File: src/rtl/serial_ripple_subtractor.sv
// serial_ripple_subtractor: bit-serial ripple-borrow subtractor.
// Produces diff = (a - b - bin) mod 2^WIDTH and borrow-out over WIDTH bit
// cycles using one full-subtractor cell and a registered borrow.
// Start/busy/done handshake; results are published only in DONE.
// Optional feature macro: OVERFLOW_DETECT_EN adds a registered signed
// overflow flag (ovf) that updates together with diff.
module serial_ripple_subtractor #(
    parameter int WIDTH = 4
) (
    input  logic             clk,
    input  logic             rst_n,
    input  logic             start,
    input  logic [WIDTH-1:0] a,
    input  logic [WIDTH-1:0] b,
    input  logic             bin,
    output logic             busy,
    output logic             done,
    output logic [WIDTH-1:0] diff,
    output logic             bout
`ifdef OVERFLOW_DETECT_EN
    ,
    output logic             ovf
`endif
);

    localparam int CW = (WIDTH > 2) ? $clog2(WIDTH) : 1;
    localparam logic [CW-1:0] LAST = CW'(WIDTH - 1);

    typedef enum logic [1:0] {
        IDLE = 2'd0,
        BUSY = 2'd1,
        DONE = 2'd2
    } state_t;

    state_t           state;
    logic [WIDTH-1:0] a_sr;
    logic [WIDTH-1:0] b_sr;
    logic [WIDTH-2:0] res_sr;   // bits already produced; newest enters MSB-side
    logic             br;
    logic [CW-1:0]    cnt;
`ifdef OVERFLOW_DETECT_EN
    logic             a_msb;    // operand sign bits, shifted out of a_sr/b_sr early
    logic             b_msb;
`endif

    logic             a0, b0, d, br_nxt;
    logic [WIDTH-1:0] res_nxt;

    // Full-subtractor cell on the current LSBs plus the incoming borrow
    always_comb begin
        a0      = a_sr[0];
        b0      = b_sr[0];
        d       = a0 ^ b0 ^ br;
        br_nxt  = (~a0 & b0) | (~(a0 ^ b0) & br);
        res_nxt = {d, res_sr};
    end

    // Handshake FSM and serial datapath; outputs only move on the final bit
    always_ff @(posedge clk or negedge rst_n) begin
        if (!rst_n) begin
            state  <= IDLE;
            busy   <= 1'b0;
            done   <= 1'b0;
            diff   <= '0;
            bout   <= 1'b0;
            a_sr   <= '0;
            b_sr   <= '0;
            res_sr <= '0;
            br     <= 1'b0;
            cnt    <= '0;
`ifdef OVERFLOW_DETECT_EN
            ovf    <= 1'b0;
            a_msb  <= 1'b0;
            b_msb  <= 1'b0;
`endif
        end else begin
            case (state)
                IDLE, DONE: begin
                    done <= 1'b0;
                    if (start) begin
                        state  <= BUSY;
                        busy   <= 1'b1;
                        a_sr   <= a;
                        b_sr   <= b;
                        br     <= bin;
                        res_sr <= '0;
                        cnt    <= '0;
`ifdef OVERFLOW_DETECT_EN
                        a_msb  <= a[WIDTH-1];
                        b_msb  <= b[WIDTH-1];
`endif
                    end else begin
                        state <= IDLE;
                    end
                end
                BUSY: begin
                    // start is deliberately ignored here
                    a_sr   <= a_sr >> 1;
                    b_sr   <= b_sr >> 1;
                    br     <= br_nxt;
                    res_sr <= res_nxt[WIDTH-1:1];
                    cnt    <= cnt + 1'b1;
                    if (cnt == LAST) begin
                        state <= DONE;
                        busy  <= 1'b0;
                        done  <= 1'b1;
                        diff  <= res_nxt;
                        bout  <= br_nxt;
`ifdef OVERFLOW_DETECT_EN
                        ovf   <= (a_msb != b_msb) && (d != a_msb);
`endif
                    end
                end
                default: begin
                    state <= IDLE;
                    busy  <= 1'b0;
                    done  <= 1'b0;
                end
            endcase
        end
    end

endmodule

File: config.mk
export PLATFORM = sky130hd
export DESIGN_NAME = serial_ripple_subtractor
export DESIGN_NICKNAME = d
export VERILOG_FILES = /design/src/rtl/serial_ripple_subtractor.sv
export SDC_FILE = /design/constraint.sdc
export NUM_CORES = 1
export LEC_CHECK = 0
export CAP_MARGIN = 20
export CORE_UTILIZATION = 50
export DETAILED_ROUTE_END_ITERATION = 10
export GPL_TIMING_DRIVEN = 0
export PLACE_DENSITY = 0.84
export SLEW_MARGIN = 20
export SYNTH_ARGS = -nofsm -noshare
export SYNTH_HDL_FRONTEND = slang
export SYNTH_SLANG_ARGS = --single-unit
File: constraint.sdc
create_clock -name clk -period 2 [get_ports clk]
set_clock_uncertainty 0.15 [all_clocks]
set_input_delay 0.4 -clock clk [delete_from_list [all_inputs] [get_ports clk]]
set_output_delay 0.4 -clock clk [all_outputs]
set_load 0.01 [all_outputs]
# [Word level (Yosys, flattened, before mapping)]
# Cells that the tools add are included.
[totals] ff_bits=23 out_inout_bits=7 elab_cells=47
[op_classes] addsub=1 eq_ne=5 n_mux=18 n_bitwise=7 n_reduce_logical=6
[op_table] op="$pmux 4 s2" count=2
[op_table] op="$mux 4" count=2
[op_table] op="$pmux 2 s2" count=2
[op_table] op="$mux 1" count=6
[op_table] op="$pmux 3 s2" count=1
[op_table] op="$reduce_and 2->1" count=3
[op_table] op="$eq 2x2->1 const B" count=2
[op_table] op="$mux 2" count=2
[op_table] op="$ne 2x2->1 const B" count=2
[op_table] op="$pmux 1 s2" count=2
[op_table] op="$mux 3" count=1
[op_table] op="$add 2x1->2 const B" count=1
[op_table] op="$and 1x1->1" count=2
[op_table] op="$eq 2x1->1 const B" count=1
[op_table] op="$logic_not 2->1" count=1
[op_table] op="$not 1->1" count=2
[op_table] op="$reduce_bool 2->1" count=1
[op_table] op="$reduce_or 2->1" count=1
[op_table] op="$xor 1x1->1" count=2
[op_table] op="$or 1x1->1" count=1

# [Depth between registers and ports, before layout]
[logic_depth] word_depth=5 ltp_mapped=5 depth_no_buf=5

# [Worst setup path after synthesis]
# OpenSTA, ideal clock, no wires.
[synth_path] path_kind="register to register" from="register a_sr[0]" to="register res_sr[2]" setup_ns=0.119 arrival_ns=1.248 required_ns=1.731 slack_ns=0.483 stages_incl_launch_ff=5 path_buffers=0 cell_sequence="dfrtp_1 -> fa_1 -> mux2_4 -> nand2_1 -> o21ai_2"
[synth_via] elab_chain_len=3
[synth_rtl] element="start: declaration" line_no="36" text="logic [WIDTH-1:0] a_sr;"
[synth_rtl] element="start signal: assignment" line_no="98" text="a_sr <= a_sr >> 1;"
[synth_rtl] element="$xor 1x1->1 (2 in a row)" line_no="53" text="d = a0 ^ b0 ^ br;"
[synth_rtl] element="named net d" line_no="46" text="logic a0, b0, d, br_nxt;"
[synth_rtl] element="$pmux 3 s2" line_no="77" text="case (state)"
[synth_rtl] element="end signal: assignment" line_no="101" text="res_sr <= res_nxt[WIDTH-1:1];"
[synth_rtl] element="end: declaration" line_no="38" text="logic [WIDTH-2:0] res_sr;"
# The timed path passes the listed nets, and every way through them passes these cells.
# A chain may end at the register's enable or synchronous reset.

# [Worst setup path in the final report]
[layout_path] from="register done" to="output done"
[layout_rtl] element="start: declaration" line_no="17" text="output logic done,"
[layout_rtl] element="start signal: assignment" line_no="63" text="done <= 1'b0;"
[layout_rtl] element="start signal: assignment" line_no="79" text="done <= 1'b0;"
[layout_rtl] element="start signal: assignment" line_no="106" text="done <= 1'b1;"
# No word-level cell between the ends.

==> impl_metrics.csv <==
group,metric,value,unit
finish,drive_gt1_share,20.4,%
logic_synthesis,syn_area_per_cell,11.9,um^2
logic_synthesis,synth_area_leader_cell,"dfrtp_1",
placement,place_inst,136,
timing,setup_viol,0,
floorplan,dieArea,0.00235,mm^2
placement,place_hpwl,1370,um
timing,finalHoldViolations,0,
route,totalWireLength,1870,um
worst_setup_path,crit_chain,"clkdlybuf4s50_1",
worst_setup_path,cpPeakStageDelay,590,ps
clock_tree,worstSkewPairLatency,290,ps
clock_tree,cts_buffers,3,
logic_synthesis,synth_cells,91,
logic_synthesis,synth_most_common_cell,"dfrtp_1",
worst_setup_path,endpoint_kind,"output port",
logic_synthesis,ys_seq_area_share,50.9,%
worst_setup_path,worst-setup-path-type,"flip-flop to output port",
floorplan,start_util,54.0,%
timing,finalSetupTns,0,ps
logic_synthesis,synth.net_count,105,
global_route,gr-usage-all-layers,18.3,%
worst_hold_path,min_path_type,"flip-flop to flip-flop",
clock_tree,cts.sinks,22,
route,vias_per_cell,5.54,
pwr,power_density,1480,mW/mm^2
worst_setup_path,path_buf_inv,1,
worst_setup_path,critPathMaxFanout,7,
clock_tree,post-cts-setup-buffer-count,0,
floorplan,num_rows,16,
timing,maxSlewHeadroom,68.3,%
timing,finalCriticalPeriod,1930,ps
logic_synthesis,syn-cell-area,0.00108,mm^2
global_route,grt_max_degree,23,
logic_synthesis,ys.flop_type,"dfrtp_1",
logic_synthesis,synth_top_cell_area_share,50.9,%
timing,fmax,517,MHz
finish,final_cells,140,
worst_setup_path,cp_data_required_time,1450,ps
pwr,p_leak,0.590,nW
global_route,grt_pass1_wl,3370,um
route,drtIter0Drc,11,
timing,slew_viol_final,0,
floorplan,die_h,48.5,um
route,routedWlPerCell,13.4,um
logic_synthesis,synth_area_leaders,"dfrtp_1 (51%), mux2_2 (7.3%), mux2i_1 (5.6%)",
worst_setup_path,worst_setup_path_start_kind,"flip-flop",
finish,diodes,0,
pwr,peakVddDrop,0.776,mV
logic_synthesis,yosys-top-cells-count,"dfrtp_1 (22), mux2_2 (7), mux2i_1 (6)",
timing,fin_crit_sh,96.7,%
route,postRouteAntennaNets,0,
finish,multi_input_area,478,um^2
placement,numPortBuffers,18,
clock_tree,htreeDepth,1,
finish,nets,129,
clock_tree,cts-root-buf,"clkbuf_4",
floorplan,die-width,48.5,um
floorplan,io_pins,19,
finish,seq_area,551,um^2
timing,rsz0062_at_grt,"false",
placement,routabilityCongestion,0.747,
global_route,grt_pass1_vias,750,
clock_tree,clk_path_buf_depth,2,
logic_synthesis,yosysWarnings,0,
clock_tree,path_clk_slew,110,ps
clock_tree,cts_tree,"done",
global_route,antenna_found_initial,0,
timing,tightest_slew,476,ps
logic_synthesis,synth_edf_count,0,
route,drc,0,
floorplan,coreArea,0.00200,mm^2
logic_synthesis,synth_async_sr_flop_share,100,%
finish,nFillCells,168,
route,drt-pass1-iter-count,4,
route,num_vias,775,
run_status,status,"finished clean",
worst_setup_path,worst_ep_arrival_time,1380,ps
logic_synthesis,synth.distinct_cells,28,
global_route,overflow,0,
logic_synthesis,synth_seq_cells,22,
run,maxCapViolations,0,
finish,area.growth.synth_to_final,22.3,%
worst_setup_path,path_delay_family,"buffers and inverters",
worst_setup_path,cp_slowest_cell,"clkdlybuf4s50_1",
power breakdown:
part	leakage, nW	internal, W	total, W	switching (W)
logic	0.306	0.000541	0.000976	0.000435
clock network	0.0138	0.0000699	0.000189	0.000119
registers	0.269	0.000649	0.000790	0.000142
total	0.590	0.00126	0.00195	0.000695
routing by layer:
metal  vias to the layer above  routed length [um]  track usage (%)
met2                        19                 913             32.9
met5                         -                   0                0
li1                        370                   -                -
met1                       384                 878             23.2
met4                         0                  10             4.90
met3                         2                  69             2.20
final timing paths:
| check | end | slack [ps] | startpoint | cells after the start |
|---|---|---|---|---|
| max | done | 70 | done | 1 |
| min | bout | 350 | bout | 2 |
| max reg2reg | res_sr[2] | 380 | a_sr[0] | 4 |
| min reg2reg | bout | 350 | bout | 2 |
| max in group asynchronous | diff[1] | 940 | rst_n | 2 |
| min in group asynchronous | res_sr[0] | 430 | rst_n | 2 |
placed cells by master, fill, tap and decap left out, drive strengths merged:
master          n
inv             5
nand2b          3
o22ai           2
nand3b          1
mux2            9
nor2b           5
ha              1
a22o            4
clkdlybuf4s50  17
nor2            3
dlygate4sd3     1
dfrtp          22
xnor2           1
buf             6
fa              1
a211oi          5
a21oi           5
nand2           3
o21ai           6
mux2i           6
clkbuf          3
a31oi           2
nand3           2
final cells by class:
class	count	area share [%]
multi-input combinational	59	36.1
clock buffer	3	1.70
tap	27	2.55
buffer	5	2.55
sequential	22	41.6
inverter	5	1.42
timing repair buffer	19	14.0
sequential cells by signal (all words and copies together), names as in the netlist, 2 cells and up:
register and count:
a_sr 4, b_sr 4, diff 4, res_sr 3, cnt 2
cell families (layout without fill, tap and decap cells):
group	after synthesis	count (layout)	synth area share [%]
compound gates	24	24	14.8
mux	15	15	15.6
xor+xnor	1	1	0.810
simple gates	17	17	9.95
fa+ha+maj	2	2	3.01
flops	22	22	50.9
buf+inv	10	32	4.86
timing repair:
action                                 CTS  global route
endpoints found under the hold margin    0            22
resized for setup                        0             0
hold buffers                             0             1
per-stage QoR:
step	power (W)	cell area [um^2]	utilization, %	hold WS, ps	setup slack (ps)
2_1_floorplan	0.00147	1080	-	-45.6	483
3_3_place_gp	0.00172	1290	64.7	316	178
3_5_place_dp	0.00178	1290	64.7	325	127
4_1_cts	0.00197	1320	65.8	351	50.8
5_1_grt	0.00212	1320	66.1	384	21.5
6_report	0.00195	1320	66.1	347	66.7
No activity file was read; power rests on OpenSTA's default activity.
